$ cat config.mk
export PLATFORM = sky130hd
export DESIGN_NAME = seq_divider
export DESIGN_NICKNAME = d
export VERILOG_FILES = /design/src/rtl/div_pkg.sv /design/src/rtl/sub_unit.sv /design/src/rtl/seq_divider.sv
export SDC_FILE = /design/constraint.sdc
export NUM_CORES = 1
export LEC_CHECK = 0
export CORE_ASPECT_RATIO = 1.4
export CORE_MARGIN = 4
export CORE_UTILIZATION = 48
export CTS_CLUSTER_DIAMETER = 80
export DETAILED_ROUTE_END_ITERATION = 10
export PLACE_DENSITY = 0.71
export SKIP_LAST_GASP = 1
export SLEW_MARGIN = 0
export SYNTH_ARGS = -nofsm -noshare
export SYNTH_HDL_FRONTEND = slang
export SYNTH_SLANG_ARGS = --single-unit
$ cat constraint.sdc
create_clock -name clk -period 2.26 [get_ports clk]
set_clock_uncertainty 0.2 [all_clocks]
set_input_delay 0.452 -clock clk [delete_from_list [all_inputs] [get_ports clk]]
set_output_delay 0.452 -clock clk [all_outputs]
set_load 0.1 [all_outputs]
$ cat src/rtl/div_pkg.sv
// Shared definitions for the sequential divider: default width, FSM encoding
// and the iteration-counter width helper.
package div_pkg;

  localparam int DIV_N = 8;

  localparam logic [1:0] ST_IDLE = 2'd0;
  localparam logic [1:0] ST_RUN  = 2'd1;
  localparam logic [1:0] ST_DONE = 2'd2;

  // Counter must reach N, so it needs ceil(log2(N+1)) bits.
  function automatic int cnt_w(input int n);
    return (n < 1) ? 1 : $clog2(n + 1);
  endfunction

endpackage

$ cat src/rtl/sub_unit.sv
// Combinational trial subtractor used by each restoring-division step.
module sub_unit #(
  parameter int W = 9
) (
  input  logic [W-1:0] a,
  input  logic [W-1:0] b,
  output logic [W-1:0] diff,
  output logic         borrow
);

  always_comb begin
    {borrow, diff} = {1'b0, a} - {1'b0, b};
  end

endmodule

$ cat src/rtl/seq_divider.sv
// Unsigned restoring shift-subtract divider: one quotient bit per RUN cycle,
// results committed to the outputs only on entry into DONE.
module seq_divider
  import div_pkg::*;
#(
  parameter int N = DIV_N
) (
  input  logic         clk,
  input  logic         rst_n,
  input  logic         start,
  input  logic [N-1:0] dividend,
  input  logic [N-1:0] divisor,
  output logic         busy,
  output logic         done,
  output logic [N-1:0] quotient,
  output logic [N-1:0] remainder,
  output logic         div_by_zero
);

  localparam int CW = cnt_w(N);
  localparam logic [CW-1:0] CNT_LAST = CW'(N);

  logic [1:0]    state_q, state_d;
  logic [CW-1:0] cnt_q, cnt_d;
  logic [N-1:0]  prem_q, prem_d;
  logic [N-1:0]  shq_q, shq_d;
  logic [N-1:0]  dvs_q, dvs_d;
  logic [N-1:0]  quo_q, quo_d;
  logic [N-1:0]  rem_q, rem_d;
  logic          dbz_q, dbz_d;

  logic [N:0]    trial;
  logic [N:0]    diff;
  logic          borrow;
  logic          accept;
  logic          diff_msb_unused;

  // shq_q shifts dividend bits out of the top while quotient bits enter at the bottom.
  assign trial  = {prem_q, shq_q[N-1]};
  assign accept = start && (state_q != ST_RUN);

  sub_unit #(.W(N + 1)) u_sub (
    .a      (trial),
    .b      ({1'b0, dvs_q}),
    .diff   (diff),
    .borrow (borrow)
  );

  // A kept difference is always below the divisor, so its top bit is zero.
  assign diff_msb_unused = diff[N];

  always_comb begin
    state_d = state_q;
    cnt_d   = cnt_q;
    prem_d  = prem_q;
    shq_d   = shq_q;
    dvs_d   = dvs_q;
    quo_d   = quo_q;
    rem_d   = rem_q;
    dbz_d   = dbz_q;
    if (accept) begin
      dvs_d  = divisor;
      shq_d  = dividend;
      prem_d = '0;
      cnt_d  = '0;
      if (divisor == '0) begin
        state_d = ST_DONE;
        quo_d   = '1;
        rem_d   = dividend;
        dbz_d   = 1'b1;
      end else begin
        state_d = ST_RUN;
      end
    end else begin
      case (state_q)
        ST_RUN: begin
          if (cnt_q == CNT_LAST) begin
            state_d = ST_DONE;
            quo_d   = shq_q;
            rem_d   = prem_q;
            dbz_d   = 1'b0;
          end else begin
            prem_d = borrow ? trial[N-1:0] : diff[N-1:0];
            shq_d  = {shq_q[N-2:0], ~borrow};
            cnt_d  = cnt_q + 1'b1;
          end
        end
        default: state_d = ST_IDLE;
      endcase
    end
  end

  always_ff @(posedge clk or negedge rst_n) begin
    if (!rst_n) begin
      state_q <= ST_IDLE;
      cnt_q   <= '0;
      prem_q  <= '0;
      shq_q   <= '0;
      dvs_q   <= '0;
      quo_q   <= '0;
      rem_q   <= '0;
      dbz_q   <= 1'b0;
    end else begin
      state_q <= state_d;
      cnt_q   <= cnt_d;
      prem_q  <= prem_d;
      shq_q   <= shq_d;
      dvs_q   <= dvs_d;
      quo_q   <= quo_d;
      rem_q   <= rem_d;
      dbz_q   <= dbz_d;
    end
  end

  assign busy        = (state_q == ST_RUN);
  assign done        = (state_q == ST_DONE);
  assign quotient    = quo_q;
  assign remainder   = rem_q;
  assign div_by_zero = dbz_q;

endmodule

==> metrics.md <==
| Metric | Value |
|---|---|
| Worst-case clock buffer depth | `2` |
| R2R setup slack | `0.04 ns` |
| DR iter-0 viols | `133` |
| Worst hold path class | `register to register` |
| Routed wire length | `about 6000 um` |
| Residual DRC count | `0` |
| Row cnt | `30` |
| Run status | `finished clean` |
| # clock sinks | `between 40 and 50` |
| Final Setup Violations | `0` |
| Crit path time final | `between 2 and 2.5 ns` |
| Initial antenna violation count | `0` |
| Synth Instances | `about 260` |
| Total Nets Final | `between 300 and 400` |
| Finished Layout Cells | `386` |
| Ys Warns | `0` |
| Max-cap violations | `0` |
| Data required, critical path | `roughly 2.3 ns` |
| Final GP Congestion | `about 0.81` |
| Post-Syn Area | `around 2400 sq um` |
| Number of I/O pins | `38` |
| Via density | `around 5.5` |
| Die width | `around 68 um` |
| First-pass GRT wire length | `9980 um` |
| Port Buffers | `37` |
| Maximum number of pins on one net before global-route repair | `25` |
| Final Hold Viols | `0` |
| Worst-margin pin slew | `approximately 0.58 ns` |
| Worst EP arrival | `2.24 ns` |
| Placeable Area | `around 5000 sq um` |
| Syn nets | `~290` |
| Initial DRT Pass Iterations | `4` |
| CTS Root Cell | `clkbuf_8` |
| Share of layout cells above drive strength 1 | `around 22%` |
| Via Count | `roughly 2100` |
| Seq/Total Area, Yosys | `between 40% and 50%` |
| Avg Cell Area, Syn | `between 9 and 10 sq um` |
| Antenna Nets Post-Route | `0` |
| Fmax | `451 MHz` |
| CP Launch Type | `register` |
| Total track usage | `between 20% and 30%` |
| CTS tree | `yes` |
| Setup TNS | `0 ns` |
| Final worst slack | `between 0.04 and 0.05 ns` |
| GRT overflow | `0` |
| P&R area growth vs syn | `30.5%` |
| Critical path fanouts, max | `2` |
| Fin crit share | `98.2%` |
| Worst relative slew slack | `between 60% and 70%` |
| Clock Pin Slew Worst Setup and Hold Paths | `~0.08 ns` |
| Inst Count DP | `roughly 380` |
| Slew Viols, Final | `0` |
| Die H | `around 92 um` |
| WL/cell | `15.6 um` |
| Antenna Cells | `0` |
| Kind of critical path | `register to register` |
| Initial Utilization | `49.9%` |
| RSZ-0062 raised after global routing | `yes` |
| Clock Latency Late Sink | `roughly 0.29 ns` |
| Fillers | `slightly above 400` |
| Post-synth cell types | `47` |
| Num CTS Buffers | `5` |
| H-tree Lvls | `2` |
| CP Capture Type | `register` |
| Pre-CTS WS | `-0.135 ns` |
| Die area | `about 6300 sq um` |
| Number of synthesized register bits | `47` |
| HPWL after detailed placement | `~4700 um` |
| Vias in the first global route | `between 2000 and 2500` |
through the flow:
stage	util (%)	area, sq um	hold slack, ns
6_report	65.1	3180	0.284
5_1_grt	65.1	3180	0.318
4_1_cts	63.9	3120	0.293
3_5_place_dp	61.4	3000	0.263
3_3_place_gp	61.4	3000	0.257
2_1_floorplan	-	2440	-0.0436
area by class of cell:
type	instances	area (sq um)	area share [%]
tap	64	80.1	2.52
timing repair buffer	64	552	17.4
clock inverter	1	30.0	0.946
sequential	47	1180	37.0
inverter	14	56.3	1.77
multi-input combinational	190	1210	38.1
clock buffer	6	72.6	2.29
sequential cells by signal, summed over array words and instances (netlist names):
signal / cells
prem_q: 8
cnt_q: 4
shq_q: 8
div_by_zero: 1
state_q: 2
quotient: 8
dvs_q: 8
remainder: 8
logic make-up after synthesis:
kind of cell    after synthesis  share of synthesized area, %
buf+inv                      25                          4.32
xor+xnor                      6                          2.16
compound gates               70                          19.6
simple gates                102                          19.2
mux                           1                         0.411
fa+ha+maj                    11                          5.96
flops                        47                          48.3
worst paths after layout:
kind                             start          end  cells past startpoint
max                           shq_q[7]    prem_q[4]                     10
min                        div_by_zero  div_by_zero                      2
max reg2reg                   shq_q[7]    prem_q[4]                     10
min reg2reg                div_by_zero  div_by_zero                      2
max in group asynchronous        rst_n  quotient[5]                      3
min in group asynchronous        rst_n     dvs_q[2]                      2
timing repair:
action,in CTS,in global routing
hold endpoints to repair,21,0
gates resized for setup,2,12
pin swaps,0,3
hold buffers,1,0
setup buffers,0,1
endpoints found under the setup margin,3,17
gates cloned,0,0
placed cells by master (no fill, tap or decap), types with 4 or more instances in the layout:
cell type         n
clkbuf_8          5
a221o_1           6
buf_4            42
dfrtp_1          47
o211ai_1          7
o21ai_0          19
xnor2_1           4
nor2_1            9
ha_1              7
nand3_1          12
clkdlybuf4s50_1  17
nand2_1          55
inv_1            11
a21oi_1          14
and3_1            7
synth_stat cells, drive strengths merged:
cell	instances	area, sq um
a211o	1	8.76
a211oi	3	27.5
a21o	2	15.0
a21oi	15	75.1
a221o	6	60.1
a22oi	1	7.51
a31o	2	17.5
a31oi	3	25.0
a32o	1	10.0
a32oi	1	8.76
and2	2	15.0
and3	7	43.8
and3b	1	8.76
buf	4	26.3
clkbuf	7	26.3
dfrtp	47	1180
fa	1	20.0
ha	10	125
inv	14	52.6
mux2i	1	10.0
nand2	55	206
nand2b	2	12.5
nand3	12	60.1
nand3b	2	15.0
nand4	2	12.5
nor2	11	43.8
nor2b	3	18.8
nor3	1	5.00
nor4	2	12.5
o2111ai	1	8.76
o211ai	8	65.1
o21ai	20	100
o21bai	1	7.51
o221ai	2	17.5
o311ai	1	8.76
o31ai	2	15.0
or2	1	6.26
or3	1	6.26
xnor2	4	35.0
xor2	2	17.5
critical path: stages, from the launching register on:
cell and delay, ns:
dfrtp_1 0.38, inv_1 0.09, ha_2 0.19, inv_1 0.05, fa_2 0.35, buf_4 0.15
a21o_1 0.15, a21oi_1 0.22, xnor2_1 0.16, o211ai_1 0.12, o211ai_1 0.09
per-layer routing:
metal | up-vias | GRT usage (%) | routed length [um]
met3 | 13 | 3.06 | 233
met2 | 44 | 36.4 | 3250
li1 | 1046 | - | -
met5 | - | 0 | 0
met4 | 0 | 7.46 | 147
met1 | 1019 | 25.2 | 2410
Power is left out: the tool's default activity adds up to more than one toggle a clock period on the data nets, which glitch-free logic cannot reach.
